File: config.mk
export PLATFORM = sky130hd
export DESIGN_NAME = traffic_light_ctrl_p
export DESIGN_NICKNAME = d
export VERILOG_FILES = /design/src/rtl/traffic_light_ctrl_p.sv
export SDC_FILE = /design/constraint.sdc
export NUM_CORES = 1
export LEC_CHECK = 0
export ABC_AREA = 1
export CAP_MARGIN = 0
export CORE_MARGIN = 2
export CORE_UTILIZATION = 45
export DETAILED_ROUTE_END_ITERATION = 8
export PLACE_DENSITY = 0.7
export SYNTH_ARGS = -nofsm -noshare
export SYNTH_HDL_FRONTEND = slang
export SYNTH_SLANG_ARGS = --single-unit
File: constraint.sdc
create_clock -name CLK1K -period 11 [get_ports CLK1K]
set_clock_uncertainty 0.05 [all_clocks]
set_input_delay 1.1 -clock CLK1K [delete_from_list [all_inputs] [get_ports CLK1K]]
set_output_delay 1.1 -clock CLK1K [all_outputs]
set_load 0.03 [all_outputs]
File: src/rtl/traffic_light_ctrl_p.sv
// Two-way intersection controller: NS/EW phases with all-red clearance, pedestrian green
// shortening, night flashing-yellow mode and a scanned 7-segment countdown of the phase.
module traffic_light_ctrl_p #(
    parameter int unsigned CLK_HZ    = 1000,
    parameter int unsigned GREEN_S   = 30,
    parameter int unsigned YELLOW_S  = 3,
    parameter int unsigned RED_ALL_S = 1,
    parameter int unsigned PED_MIN_S = 10,
    parameter int unsigned NDIG      = 2,
    parameter int unsigned SCAN_DIV  = 2
) (
    input  logic       CLK1K,
    input  logic       nRST,
    input  logic       ped_req,
    input  logic       night,
    output logic [6:0] seg,
    output logic [5:0] dig,
    output logic [7:0] led
);
    localparam int unsigned PW = (CLK_HZ > 1) ? $clog2(CLK_HZ) : 1;
    localparam int unsigned SW = (SCAN_DIV > 1) ? $clog2(SCAN_DIV) : 1;

    typedef enum logic [2:0] {StNsg, StNsy, StAr1, StEwg, StEwy, StAr2, StFlash} state_e;

    state_e        state_q, state_d;
    logic [2:0]    ped_sync_q, ped_sync_d;
    logic [1:0]    night_sync_q, night_sync_d;
    logic [PW-1:0] presc_q, presc_d;
    logic [6:0]    sec_q, sec_d;
    logic          pend_q, pend_d;
    logic [SW-1:0] scan_cnt_q, scan_cnt_d;
    logic [2:0]    scan_q, scan_d;
    logic [6:0]    seg_q, seg_d;
    logic [5:0]    dig_q, dig_d;
    logic [7:0]    led_q, led_d;

    logic          tick, ped_edge, night_s, green_q, flash_on;
    logic [3:0]    units, tens;

    function automatic logic [6:0] enc7(input logic [3:0] d);
        logic [6:0] s;
        case (d)
            4'd0:    s = 7'h3F;
            4'd1:    s = 7'h06;
            4'd2:    s = 7'h5B;
            4'd3:    s = 7'h4F;
            4'd4:    s = 7'h66;
            4'd5:    s = 7'h6D;
            4'd6:    s = 7'h7D;
            4'd7:    s = 7'h07;
            4'd8:    s = 7'h7F;
            4'd9:    s = 7'h6F;
            default: s = 7'h00;
        endcase
        return s;
    endfunction

    always_ff @(posedge CLK1K or negedge nRST) begin
        if (!nRST) begin
            state_q      <= StAr2;
            ped_sync_q   <= '0;
            night_sync_q <= '0;
            presc_q      <= '0;
            sec_q        <= 7'(RED_ALL_S);
            pend_q       <= 1'b0;
            scan_cnt_q   <= '0;
            scan_q       <= '0;
            seg_q        <= 7'h00;
            dig_q        <= 6'h3F;
            led_q        <= 8'h24;
        end else begin
            state_q      <= state_d;
            ped_sync_q   <= ped_sync_d;
            night_sync_q <= night_sync_d;
            presc_q      <= presc_d;
            sec_q        <= sec_d;
            pend_q       <= pend_d;
            scan_cnt_q   <= scan_cnt_d;
            scan_q       <= scan_d;
            seg_q        <= seg_d;
            dig_q        <= dig_d;
            led_q        <= led_d;
        end
    end

    // Phase sequencing, pedestrian clamp and prescaler.
    always_comb begin
        ped_sync_d   = {ped_sync_q[1:0], ped_req};
        night_sync_d = {night_sync_q[0], night};
        ped_edge     = ped_sync_q[1] & ~ped_sync_q[2];
        night_s      = night_sync_q[1];
        tick         = (presc_q == PW'(CLK_HZ - 1));
        presc_d      = tick ? '0 : presc_q + 1'b1;
        green_q      = (state_q == StNsg) || (state_q == StEwg);

        state_d = state_q;
        sec_d   = sec_q;
        pend_d  = pend_q | ped_edge;

        if (tick) begin
            if (state_q == StFlash) begin
                if (!night_s) begin
                    state_d = StAr2;
                end
            end else if (sec_q <= 7'd1) begin
                case (state_q)
                    StNsg:   state_d = StNsy;
                    StNsy:   state_d = StAr1;
                    StAr1:   state_d = StEwg;
                    StEwg:   state_d = StEwy;
                    StEwy:   state_d = StAr2;
                    default: state_d = StNsg;
                endcase
                // A running green always finishes through its yellow before flashing starts.
                if (night_s && !green_q) begin
                    state_d = StFlash;
                end
            end else begin
                sec_d = sec_q - 7'd1;
            end
        end

        if (state_d != state_q) begin
            case (state_d)
                StNsg, StEwg: sec_d = 7'(GREEN_S);
                StNsy, StEwy: sec_d = 7'(YELLOW_S);
                StAr1, StAr2: sec_d = 7'(RED_ALL_S);
                default:      sec_d = 7'd0;
            endcase
            if (green_q) begin
                pend_d = 1'b0;
            end
        end

        if ((state_d == StNsg || state_d == StEwg) && pend_d && (sec_d > 7'(PED_MIN_S))) begin
            sec_d = 7'(PED_MIN_S);
        end
    end

    // Registered outputs follow next-state values so lamps and display change together.
    always_comb begin
        flash_on = (presc_d < PW'(CLK_HZ / 2));
        case (state_d)
            StNsg:   led_d = 8'h21;
            StNsy:   led_d = 8'h22;
            StEwg:   led_d = 8'h0C;
            StEwy:   led_d = 8'h14;
            StFlash: led_d = flash_on ? 8'h92 : 8'h80;
            default: led_d = 8'h24;
        endcase
        led_d[6] = pend_d;

        scan_cnt_d = scan_cnt_q + 1'b1;
        scan_d     = scan_q;
        if (scan_cnt_q == SW'(SCAN_DIV - 1)) begin
            scan_cnt_d = '0;
            scan_d     = (scan_q == 3'(NDIG - 1)) ? 3'd0 : scan_q + 3'd1;
        end

        units = 4'(sec_d % 7'd10);
        tens  = 4'(sec_d / 7'd10);
        dig_d = 6'h3F;
        seg_d = 7'h00;
        if (state_d != StFlash) begin
            dig_d = ~(6'd1 << scan_d);
            if (scan_d == 3'd0) begin
                seg_d = enc7(units);
            end else if (scan_d == 3'd1 && tens != 4'd0) begin
                seg_d = enc7(tens);
            end
        end
    end

    assign seg = seg_q;
    assign dig = dig_q;
    assign led = led_q;

endmodule

* Word level (Yosys, flattened, before mapping) *
Memory sizes are Yosys's and may differ from the RTL's.
Index checks and enable logic that the tools add are counted.

storage, ports and cells
  flip-flop bits (word level) = 51
  ROM bits = 224
  input port bits = 4
  output and inout port bits = 21
  word-level logic and storage cells = 81
  memories = 2

memory list
  memory            depth  bits a word  rd ports  clocked after Yosys merged registers in  write ports  RTL line  text
  (name not given)  16     7            1         0                                        0            42        case (d)
  (name not given)  16     7            1         0                                        0            42

cells by class
  $add $sub $neg = 4
  divide/modulo/power cells = 2
  $lt $le $gt $ge = 3
  eq/ne operators = 16
  shift-type cells = 1
  mux-type cells = 24
  bitwise operators = 4
  reductions and logical operators = 14

operators by type and width
  kind                                                            number
  two-way mux 7 bit                                               8
  case mux 8 bit (5 select lines)                                 1
  two-way mux 3 bit                                               7
  == test 3 bit, second input constant                            5
  case mux 3 bit (5 select lines)                                 1
  case mux 5 bit (3 select lines)                                 1
  == test 3 x 1 -> 1 bit, second input constant                   4
  == test 3 x 2 -> 1 bit, second input constant                   4
  adder 10 x 1 -> 10 bit, second input constant                   1
  == test 10 bit, second input constant                           1
  less-than comparator 10 x 9 -> 1 bit, second input constant     1
  two-way mux 10 bit                                              1
  logical NOT 3 bit                                               3
  divider 7 x 4 -> 7 bit, second input constant                   1
  greater-than comparator 7 x 4 -> 1 bit, second input constant   1
  less-or-equal comparator 7 x 1 -> 1 bit, second input constant  1
  modulo 7 x 4 -> 7 bit, second input constant                    1
  subtractor 7 x 1 -> 7 bit, second input constant                1
  two-way mux 6 bit                                               1
  NOT 6 bit                                                       1
  OR reduction 2 bit                                              3
  left shift 1 x 3 -> 6 bit, first input constant                 1
  two-way mux 5 bit                                               1
  logical AND 1 bit                                               4
  other kinds (11)                                                14

* Depth between registers and ports, before layout *
  word-level depth = 21
  gate-level depth with buffers = 47
  gate-level depth less buffers = 46

* Worst setup path before layout *
Ideal clock, no wire load.

  path kind = flip-flop to flip-flop
  start point = reg sec_q[0]
  end point = reg seg_q[0] (netlist: seg[0])
  library setup time = 0.078 ns
  arrival time = 4.757 ns
  data required time = 10.872 ns
  slack = 6.116 ns
  stages on the path, launching flop included = 41
  buffers on the path = 1
  clock period less this slack = 4.884 ns
  cells stage by stage = dfstp_2 -> ha_1 -> o21bai_1 -> nand3_1 -> buf_4 -> o21ai_1 -> nand2_1 -> nand2_1 -> nand2_4 -> nand3_2 -> or2_4 -> nand2_1 -> nor2_2 -> nand2_2 -> nand2_4 -> nand4_1 -> nand2_1 -> inv_1 -> (+5 left out) -> nand3_2 -> nand2_2 -> nand2_4 -> nand2_1 -> nand2_1 -> inv_1 -> ha_1 -> nand2_1 -> nand2_4 -> nand2_4 -> inv_1 -> ha_1 -> nand2_1 -> o21ai_0 -> inv_1 -> nand3_1 -> o21ai_0 -> a21boi_1

on the way
  cells in the longest elaborated chain, start to end = 17
  elaborated cells between the ends (all ways) = 36
  classes of those cells = add/sub: 1; div: 2; order compare: 2; eq/ne: 7; mux: 13; reduce/logical: 9; memory: 2

RTL lines
  element                                                                                           RTL line  text
  start: declaration                                                                                29        logic [6:0] sec_q, sec_d;
  start signal: assignment                                                                          64        sec_q <= 7'(RED_ALL_S);
  parallel branches: the longest is 16 deep, another holds less-or-equal comparator 7 x 1 -> 1 bit  --
  two-way mux 7 bit *                                                                               164       if (state_d != StFlash) begin
  net seg_d[0]                                                                                      33        logic [6:0] seg_q, seg_d;
  end signal: assignment                                                                            80        seg_q <= seg_d;
  end: declaration                                                                                  33

Mark *: on every way through the listed nets, which the timed path passes.

* Worst setup path in the final report *
  start point = reg sec_q[0]
  end point = reg seg_q[5] (netlist: seg[5])

on the way
  cells in the longest elaborated chain, start to end = 17
  elaborated cells between the ends (all ways) = 36
  classes of those cells = add/sub: 1; div: 2; order compare: 2; eq/ne: 7; mux: 13; reduce/logical: 9; memory: 2

RTL lines
  element                                                                                          RTL line  text
  less-or-equal comparator 7 x 1 -> 1 bit *                                                        105       end else if (sec_q <= 7'd1) begin
  two-way mux 3 bit *                                                                              105
  two-way mux 3 bit *                                                                              101       if (state_q == StFlash) begin
  two-way mux 3 bit *                                                                              100       if (tick) begin
  net state_d[2]                                                                                   25        state_e state_q, state_d;
  parallel branches: the longest is 12 deep, another holds greater-than comparator 7 x 4 -> 1 bit  --
  two-way mux 7 bit *                                                                              164
  net seg_d[5]                                                                                     33

Marks and branches as above.

==> impl_results.md <==
* Setup Buffers After CTS at 0
* Area fraction of the dominant cell type after synthesis at 0.287
* Post-synth EDFFs at 0
* Power per cell area at between 70 and 80 mW/mm^2
* TritonCTS buffer count at 5
* Post-synth ARST share at 1.00
* R2R Setup Slk at between 5000 and 6000 ps
* Die Wd at 90.9 microns
* Initial antenna violation count at 0
* Total wire length at about 6.8 mm
* Layout cells sized above 1 at 0.183
* Syn nets at around 460
* YS warnings at 0
* Clock Tree Buf Depth at 2
* GRT Util Overall at 0.178
* Ant. Diodes at 0
* Reg2reg start: sec_q[0]$_DFF_PN1_
* Logic pwr share at 0.014
* Slew headroom at 0.282
* VDD IR max at about 0.000051 V
* Core ar. at 0.00729 sq mm
* Crit end category: register
* Nets at just under 500
* R2R depth at 42
* IO Count at 25
* Clock Pin Slew Worst Setup and Hold Paths at about 100 ps
* Setup violators final at 0
* GR Overflow Total at 0
* Yosys cell types at 40
* Synthesized area at roughly 0.0034 sq mm
* Cell count after synthesis at approximately 440
* Endpoints failing hold at 0
* Port Buf Inserts at 24
* CTS root buf: clkbuf_8
* Final worst slack at 5240 ps
* Worst slew pin tran at approximately 1100 ps
* Initial core utilization at 0.466
* Switching pwr at 0.0690 mW
* Power Total at 0.300 mW
* Register share of total power at 0.617
* Initial DRT Pass Iterations at 4
* Hold WC Path Type: reg -> reg
* Pin count of the biggest net entering global routing at between 50 and 60
* # rows at 31
* Final-report max-slew violation count at 0
* Clk_lat worst skew at 310 ps
* Fillers at 740
* Yosys top cell by area: dfrtp_1
* CP dominant cell by count: nand2_1
* Vias at 2820
* Sw Ratio at 0.230
* Crit Reg-Reg Endpoint: seg[5]$_DFF_PN0_
* Synth area leaders: dfrtp_1 (29%), nand2_1 (9.4%), dfstp_2 (8.5%)
* Status: finished, final reports clean
* Hold depth at 0
* Sequential fraction of the synthesis area at 0.372
* Post-DR wirelength/cell at 11.9 microns
* CTS H-tree depth at 2
* Main flop type after synthesis: dfrtp_1
* Hold EP: ped_sync_q[1]$_DFF_PN0_
* Initial drt markers at 113
* Max Cap Viol at 0
* Min-Delay Startpoint: ped_sync_q[0]$_DFF_PN0_
* CP max stage cell: dfstp_2
* CP Class: reg -> reg
* Period utilization at 0.524
* Final GP Congestion at approximately 0.91
* Maximum fanout along the worst path at 12
* CP Data Required Time at 11180 ps
* # DRC at 0
* Post-place setup slack at around 5300 ps
* Die outline height at 90.9 microns
* Crit path arrival time at approximately 5900 ps
* Area Overhead vs Synth at 12.5%
* Internal power at 0.231 mW
* Post-detail-place hpwl at between 5 and 6 mm
* Setup crit start kind: register
* First-pass GRT wire length at around 12 mm
* Sum of negative setup slack at 0 ps
* Max stage delay on crit path at 600 ps
* P_leak at between 2 and 2.5 nW
* RSZ-0062 raised after global routing: false
* Hold Buf Count CTS at 0
* Synthesized flop and latch total at 50
* F_max at about 170 MHz
* Routed Antenna Nets at 0
* Clk sinks at 50
* Routed vias/inst at between 4 and 5
* Average cell area after synthesis at 7.69 sq um
* Clock Power Share at 0.369
* Post-CTS sizing at 0
* Vias in the first global route at ~2800
* Die area at a little over 0.008 sq mm
* CTS tree: done
* Tmin final at approximately 5800 ps
==> synth_stat cells, types with 2 or more instances <==
| cell | n |
|---|---|
| a21boi_1 | 5 |
| a21oi_1 | 11 |
| a21oi_2 | 2 |
| a31oi_1 | 3 |
| buf_4 | 2 |
| clkinv_1 | 2 |
| dfrtp_1 | 39 |
| dfstp_2 | 11 |
| ha_1 | 15 |
| inv_1 | 61 |
| inv_2 | 12 |
| inv_4 | 2 |
| nand2_1 | 85 |
| nand2_2 | 15 |
| nand2_4 | 11 |
| nand3_1 | 40 |
| nand3_2 | 6 |
| nand3b_1 | 2 |
| nand4_1 | 14 |
| nor2_1 | 42 |
| nor2_2 | 3 |
| nor2_4 | 7 |
| nor3_1 | 5 |
| nor4_1 | 2 |
| o21ai_0 | 18 |
| o21ai_1 | 6 |
| o21ai_2 | 3 |
| o21bai_1 | 3 |
| xor2_1 | 4 |
==> metal layers <==
metal	global-route usage	routed length, microns	vias up
met3	0.0207	149	8
met2	0.301	3320	32
met5	0	0	-
li1	-	-	1478
met1	0.237	3220	1302
met4	0.0619	106	0
==> state kept, by name, indices dropped and copies added, names as in the netlist <==
signal        cells
ped_sync_q        3
presc_q          10
sec_q             7
state_q           3
night_sync_q      2
scan_q            3
led               8
dig               6
scan_cnt_q        1
seg               7
==> area by class of cell <==
type	instances	area (sq um)	share of cell area
tap	99	124	0.0324
multi-input combinational	312	1820	0.474
timing repair buffer	24	235	0.0615
clock inverter	3	23.8	0.00621
inverter	77	294	0.0768
clock buffer	5	68.8	0.0180
sequential	50	1260	0.331
==> cells by family after synthesis <==
| kind of cell | Yosys count | synth area share |
|---|---|---|
| AOI/OAI and AO/OA | 56 | 0.103 |
| xor gates and xnor gates | 5 | 0.0129 |
| adders and majority gates | 15 | 0.0552 |
| buffers and inverters | 80 | 0.0942 |
| DFF | 50 | 0.372 |
| and+or+nand+nor | 236 | 0.363 |
==> power by group through the flow <==
| stage | clock (mW) | combinational (mW) | sequential (mW) |
|---|---|---|---|
| 5_1_grt | 0.120 | 0.00512 | 0.185 |
| 3_3_place_gp | 0 | 0.00446 | 0.189 |
| 2_1_floorplan | 0 | 0.0000731 | 0.189 |
| 3_5_place_dp | 0 | 0.00460 | 0.189 |
| 4_1_cts | 0.114 | 0.00460 | 0.185 |
| 6_report | 0.111 | 0.00426 | 0.185 |
==> through the flow <==
step                      instance area [sq um]  hold slack, ps  utilization  cells
after floorplan                            3400             281            -    442
after global placement                     3730             283        0.512    562
after detailed placement                   3730             290        0.512    562
after CTS                                  3830             313        0.525    570
after global routing                       3830             328        0.525    570
final                                      3830             309        0.525    570
==> critical path, delay by kind of cell (launching register included) <==
kind / cells / cell delay (ps)
flip-flops: 1 / 600
adder cells (fa/ha/maj): 4 / 710
AND/OR/NAND/NOR: 25 / 2950
buffers and inverters: 7 / 500
AO/OA/AOI/OAI: 6 / 860
==> placed cells by master (no fill, tap or decap), types with 2 or more instances in the layout <==
cell and n:
nand2_2 15, inv_2 12, ha_1 15, nor2_2 3, clkinvlp_4 2, nor4_1 2
nand4_1 14, dfstp_2 11, nor2_1 42, nor2_4 7, nand3_1 40, o21ai_0 18
nor3_1 5, o21ai_2 3, nand2_4 11, o21ai_1 6, a21oi_1 11, a31oi_1 3
o21bai_1 3, clkbuf_8 5, nand3b_1 2, clkinv_1 2, dfrtp_1 39, inv_4 2
inv_1 61, xor2_1 4, nand2_1 85, a21boi_1 5, a21oi_2 2, nand3_2 6
clkdlybuf4s50_1 23
==> worst max path at each step <==
stage / start / to / depth (start not counted)
2_1_floorplan: sec_q[0]$_DFF_PN1_ / seg[0]$_DFF_PN0_ / 40
3_3_place_gp: sec_q[0]$_DFF_PN1_ / seg[1]$_DFF_PN0_ / 42
3_5_place_dp: sec_q[0]$_DFF_PN1_ / seg[5]$_DFF_PN0_ / 42
4_1_cts: sec_q[0]$_DFF_PN1_ / seg[5]$_DFF_PN0_ / 42
5_1_grt: sec_q[0]$_DFF_PN1_ / seg[2]$_DFF_PN0_ / 42
6_report: sec_q[0]$_DFF_PN1_ / seg[5]$_DFF_PN0_ / 42
(Power assumes the default switching activity.)
